File: src/rtl/demux2_pkg.sv
// Shared constants for the 1-to-2 stream demultiplexer.
//   SEL_A / SEL_B          : meaning of the per-word route bit
//   SLOT_EMPTY / SLOT_FULL : one-entry slot state encoding
//   DEF_CNT_W              : default width of the optional delivery counters
package demux2_pkg;

   localparam logic [0:0] SEL_A      = 1'b0;
   localparam logic [0:0] SEL_B      = 1'b1;

   localparam logic [0:0] SLOT_EMPTY = 1'b0;
   localparam logic [0:0] SLOT_FULL  = 1'b1;

   localparam int         DEF_CNT_W  = 16;

endpackage

File: src/rtl/demux2_slot.sv
// One-entry register slice with a valid/ready output handshake.
//   clk, rst_n : clock, asynchronous active-low reset
//   i_load     : write i_data into the slot at this edge
//   i_data     : word to store
//   i_ready    : consumer takes the held word this cycle
//   o_valid    : slot holds a word
//   o_data     : held word (stable while stalled)
//
//   state      | meaning
//   SLOT_EMPTY | nothing held, o_valid=0
//   SLOT_FULL  | a word is held, o_valid=1
module demux2_slot
   import demux2_pkg::*;
#(
   parameter int WIDTH = 8
) (
   input  logic             clk,
   input  logic             rst_n,
   input  logic             i_load,
   input  logic [WIDTH-1:0] i_data,
   input  logic             i_ready,
   output logic             o_valid,
   output logic [WIDTH-1:0] o_data
);

   logic [0:0]       r_state;
   logic [WIDTH-1:0] r_data;

   always_ff @(posedge clk or negedge rst_n) begin
      if (!rst_n) begin
         r_state <= SLOT_EMPTY;
         r_data  <= '0;
      end else begin
         // A load wins over a drain: a same-edge take-and-refill stays FULL.
         if (i_load) begin
            r_state <= SLOT_FULL;
            r_data  <= i_data;
         end else if (i_ready && (r_state == SLOT_FULL)) begin
            r_state <= SLOT_EMPTY;
         end
      end
   end

   assign o_valid = (r_state == SLOT_FULL);
   assign o_data  = r_data;

endmodule

File: src/rtl/demux2_stream.sv
// Registered 1-to-2 stream demultiplexer. Each input word is steered to
// output A or B by in_sel and held in that output's one-entry slot.
//   clk, rst_n                  : clock, asynchronous active-low reset
//   in_valid/in_ready/in_sel/in_data : producer side
//   a_valid/a_ready/a_data      : consumer A
//   b_valid/b_ready/b_data      : consumer B
//   a_count/b_count             : delivered-word counters, saturating
//                                 (only when DEMUX2_STATS_EN is defined)
module demux2_stream
   import demux2_pkg::*;
#(
   parameter int WIDTH = 8,
   parameter int CNT_W = DEF_CNT_W
) (
   input  logic             clk,
   input  logic             rst_n,
   input  logic             in_valid,
   output logic             in_ready,
   input  logic             in_sel,
   input  logic [WIDTH-1:0] in_data,
   output logic             a_valid,
   input  logic             a_ready,
   output logic [WIDTH-1:0] a_data,
   output logic             b_valid,
   input  logic             b_ready,
   output logic [WIDTH-1:0] b_data
`ifdef DEMUX2_STATS_EN
   ,
   output logic [CNT_W-1:0] a_count,
   output logic [CNT_W-1:0] b_count
`endif
);

   if (CNT_W < 1) begin : g_bad_cnt_w
      $error("demux2_stream: CNT_W must be at least 1");
   end

   logic w_a_valid;
   logic w_b_valid;
   logic w_in_ready;
   logic w_accept;
   logic w_load_a;
   logic w_load_b;

   // Ready depends only on the selected slot, never on in_valid.
   assign w_in_ready = (in_sel == SEL_B) ? (!w_b_valid || b_ready)
                                         : (!w_a_valid || a_ready);
   assign w_accept   = in_valid && w_in_ready;
   assign w_load_a   = w_accept && (in_sel == SEL_A);
   assign w_load_b   = w_accept && (in_sel == SEL_B);

   demux2_slot #(.WIDTH(WIDTH)) u_slot_a (
      .clk     (clk),
      .rst_n   (rst_n),
      .i_load  (w_load_a),
      .i_data  (in_data),
      .i_ready (a_ready),
      .o_valid (w_a_valid),
      .o_data  (a_data)
   );

   demux2_slot #(.WIDTH(WIDTH)) u_slot_b (
      .clk     (clk),
      .rst_n   (rst_n),
      .i_load  (w_load_b),
      .i_data  (in_data),
      .i_ready (b_ready),
      .o_valid (w_b_valid),
      .o_data  (b_data)
   );

   assign in_ready = w_in_ready;
   assign a_valid  = w_a_valid;
   assign b_valid  = w_b_valid;

`ifdef DEMUX2_STATS_EN
   logic [CNT_W-1:0] r_a_count;
   logic [CNT_W-1:0] r_b_count;

   always_ff @(posedge clk or negedge rst_n) begin
      if (!rst_n) begin
         r_a_count <= '0;
         r_b_count <= '0;
      end else begin
         if (w_a_valid && a_ready && (r_a_count != {CNT_W{1'b1}}))
            r_a_count <= r_a_count + CNT_W'(1);
         if (w_b_valid && b_ready && (r_b_count != {CNT_W{1'b1}}))
            r_b_count <= r_b_count + CNT_W'(1);
      end
   end

   assign a_count = r_a_count;
   assign b_count = r_b_count;
`endif

endmodule

File: config.mk
export PLATFORM = sky130hd
export DESIGN_NAME = demux2_stream
export DESIGN_NICKNAME = d
export VERILOG_FILES = /design/src/rtl/demux2_pkg.sv /design/src/rtl/demux2_slot.sv /design/src/rtl/demux2_stream.sv
export SDC_FILE = /design/constraint.sdc
export NUM_CORES = 1
export LEC_CHECK = 0
export ABC_AREA = 1
export BUFFER_PORTS_ARGS = -buffer_cell sky130_fd_sc_hd__buf_2
export CORE_UTILIZATION = 35
export CTS_BUF_LIST = sky130_fd_sc_hd__clkbuf_4
export DETAILED_ROUTE_END_ITERATION = 7
export REMOVE_ABC_BUFFERS = 1
export SLEW_MARGIN = 25
export SYNTH_ARGS = -nofsm -noshare
export SYNTH_HDL_FRONTEND = slang
export SYNTH_SLANG_ARGS = --single-unit
File: constraint.sdc
create_clock -name clk -period 0.8 [get_ports clk]
set_input_delay 0.12 -clock clk [delete_from_list [all_inputs] [get_ports clk]]
set_output_delay 0.12 -clock clk [all_outputs]
set_load 0.03 [all_outputs]
==> results.md <==
- Cells after DPL: 146
- Post-DRT Antenna Nets: 0
- GRT Overall Usage: 15.48%
- Asr flop ratio synth: 100.0%
- Iter 0 DRT Violations: 13
- Tmin final: 1.142 ns
- Yosys warnings: 0
- Post-Syn Area: approximately 810 um2
- # fillers: about 210
- Placed Area: 0.001003 mm2
- Violated checks: setup timing
- Die Ht: 49.98 um
- Clk sink count: 18
- Power Density: 2117 mW/mm2
- Number of vias per cell: roughly 4.7
- CP most frequent cell: nand2_1
- Post-synth cell types: 10
- Clk slew on worst S/H paths: between 0.1 and 0.15 ns
- Status: complete, but fails checks
- Synth area leaders: dfrtp_1 (56%), nand2_1 (17%), nand4_1 (12%), nand3_4 (4.3%), buf_6 (2.8%)
- DP HPWL: 1.278 mm
- Max-cap viol count: 0
- GPL Wtd Cong: ~0.7
- Final worst setup slack: -0.3420 ns
- Peak VDD IR: ~1.0 mV
- Top-count cell post-synth: nand2_1
- CTS Buf Count: 3
- Tightest Pin Transition: roughly 0.39 ns
- Type of origin of the critical path: flop
- CTS Buffer Depth: 2
- H-tree levels: 1
- Leak Pwr: 0.6793 nW
- Final setup violating endpoints: 37
- Die area: between 0.002 and 0.0025 mm2
- Critical path capture point type: output port
- Pin count of the biggest net entering global routing: 19
- Cell count after synthesis: 83
- Worst-path fanout max: 2
- Vias: between 700 and 800
- CP required: between 0.6 and 0.7 ns
- Grt ovf: 0
- Share of cells above drive strength 1: 44.36%
- Clock skew: roughly 0.0088 ns
- Max-slew headroom: 73.81%
- Routed WL: 1.922 mm
- Initial Util: 36.78%
- PortBufs: 32
- Fin area: about 0.0012 mm2
- Vias in the first global route: 677
- Antenna Cells: 0
- Drt first pass iters: 4
- Top cells by instance count after synthesis: nand2_1 (37), dfrtp_1 (18), nand4_1 (16)
- Row count: 17
- First-pass GRT wire length: 2.849 mm
- Final net count: 148
- Die X: ~50 um
- Worst skew pair latency: 0.30 ns
- Hold_ws: 0.07385 ns
- RSZ-0062 raised after global routing: yes
- Hold Path Class: input pin to flop
- Post-synthesis sequential area ratio: 55.90%
- CP max stage delay: 0.40 ns
- CTS root buffer: clkbuf_4
- Core ar.: 0.002191 mm2
- Fin crit share: 142.8%
- EDFF count, synth: 0
- Slowest cell on crit path: dfrtp_1
- Final Hold Viols: 0
- Antenna violations before repair: 0
- Final core utilization: between 50% and 60%
- Ys flop type: dfrtp_1
- Synth area leader: dfrtp_1
- Final TNS setup: -6.517 ns
- Seq cells post-synth: 18
- Routed len/inst: 11.94 um
- Avg Inst Size Synth: 9.708 um2
- Crit path DAT: 1.02 ns
- IO Pins: 33
- Top cell type's share of synthesized area: 55.90%
- Layout area overhead: 55.12%
- Non-filler cells, final: 161
- CP Cell Sequence: nand2_2 > nand2_1 > nand2_1 > buf_6
- CTS tree: done
- Final Max Slew Viols: 0
- Crit path kind: flop to output port
- Fmax: ~880 MHz
- Drc violations: 0
cell families (layout without fill, tap and decap cells):
kind of cell           count (synthesis)  after routing  share of synthesized area, %
DFF                                   18             18                         55.90
and+or+nand+nor                       57             58                         35.56
buffers and inverters                  8             57                         8.540
state kept, by name, indices dropped and copies added (netlist names):
name              cells
u_slot_a.o_data       8
u_slot_a.o_valid      1
u_slot_b.o_data       8
u_slot_b.o_valid      1
routing by layer:
metal	vias up	routed length, um	global-route usage (%)
li1	381	-	-
met1	362	794	17.57
met3	2	40	2.778
met4	0	13	10.00
met2	15	1073	26.22
met5	-	0	0
area by class of cell:
cell class	count	area (um2)	share of cell area, %
clock buffer	3	22.52	1.802
sequential	18	450.4	36.04
tap	28	35.03	2.803
multi-input combinational	58	299.0	23.92
timing repair buffer	50	427.9	34.23
inverter	3	11.26	0.9009
clock inverter	1	3.754	0.3003
cells in the final DEF (no fill, tap or decap):
| master | Yosys | final |
|---|---|---|
| inv_1 | 2 | 2 |
| buf_6 | 2 | 22 |
| buf_4 | 2 | 14 |
| dlygate4sd3_1 | 0 | 1 |
| nand4_1 | 16 | 16 |
| clkbuf_4 | 0 | 3 |
| buf_2 | 0 | 13 |
| clkinv_1 | 0 | 1 |
| nand2_1 | 37 | 36 |
| inv_2 | 1 | 1 |
| nand2_2 | 2 | 3 |
| dfrtp_1 | 18 | 18 |
| nand3_2 | 0 | 1 |
| nand3_4 | 2 | 2 |
per-stage QoR:
step                      total power [mW]  setup WS [ns]
after detailed placement             1.889        -0.1176
after floorplan                      1.592        -0.3054
after global routing                 2.781        -0.3925
after CTS                            2.616        -0.3464
final                                2.646        -0.3420
after global placement               1.878        -0.1057
where the power goes:
| part | internal, mW | total (mW) | switching [mW] |
|---|---|---|---|
| registers | 1.05 | 1.15 | 0.0974 |
| logic | 0.472 | 1.03 | 0.560 |
| clock network | 0.182 | 0.470 | 0.288 |
path summary, 6_finish.rpt:
| check | start | endpoint | slack, ns | cells past startpoint |
|---|---|---|---|---|
| max | u_slot_a.o_valid | in_ready | -0.34 | 4 |
| min | in_data[4] | u_slot_a.o_data[4] | 0.07 | 3 |
| max in group asynchronous | rst_n | u_slot_b.o_data[6] | 0.24 | 2 |
| min in group asynchronous | rst_n | u_slot_a.o_data[2] | 0.27 | 2 |
| max reg2reg | u_slot_b.o_valid | u_slot_b.o_data[6] | -0.23 | 6 |
| min reg2reg | u_slot_b.o_data[1] | u_slot_b.o_data[1] | 0.51 | 2 |
timing repair:
item                                   in CTS  in global routing
gates resized for setup                    37                  7
setup endpoints to repair                  37                 37
cloned                                      0                  2
pin swaps                                   5                  5
endpoints found under the hold margin      18                  0
hold buffers                                1                  0
buffers inserted                            6                  2
critical path: cells and delay by family (launching register included):
kind          cells  cell delay [ns]
simple gates      3             0.19
flops             1             0.40
buf+inv           1             0.13
Note: power is estimated with default switching activity, not from simulation.
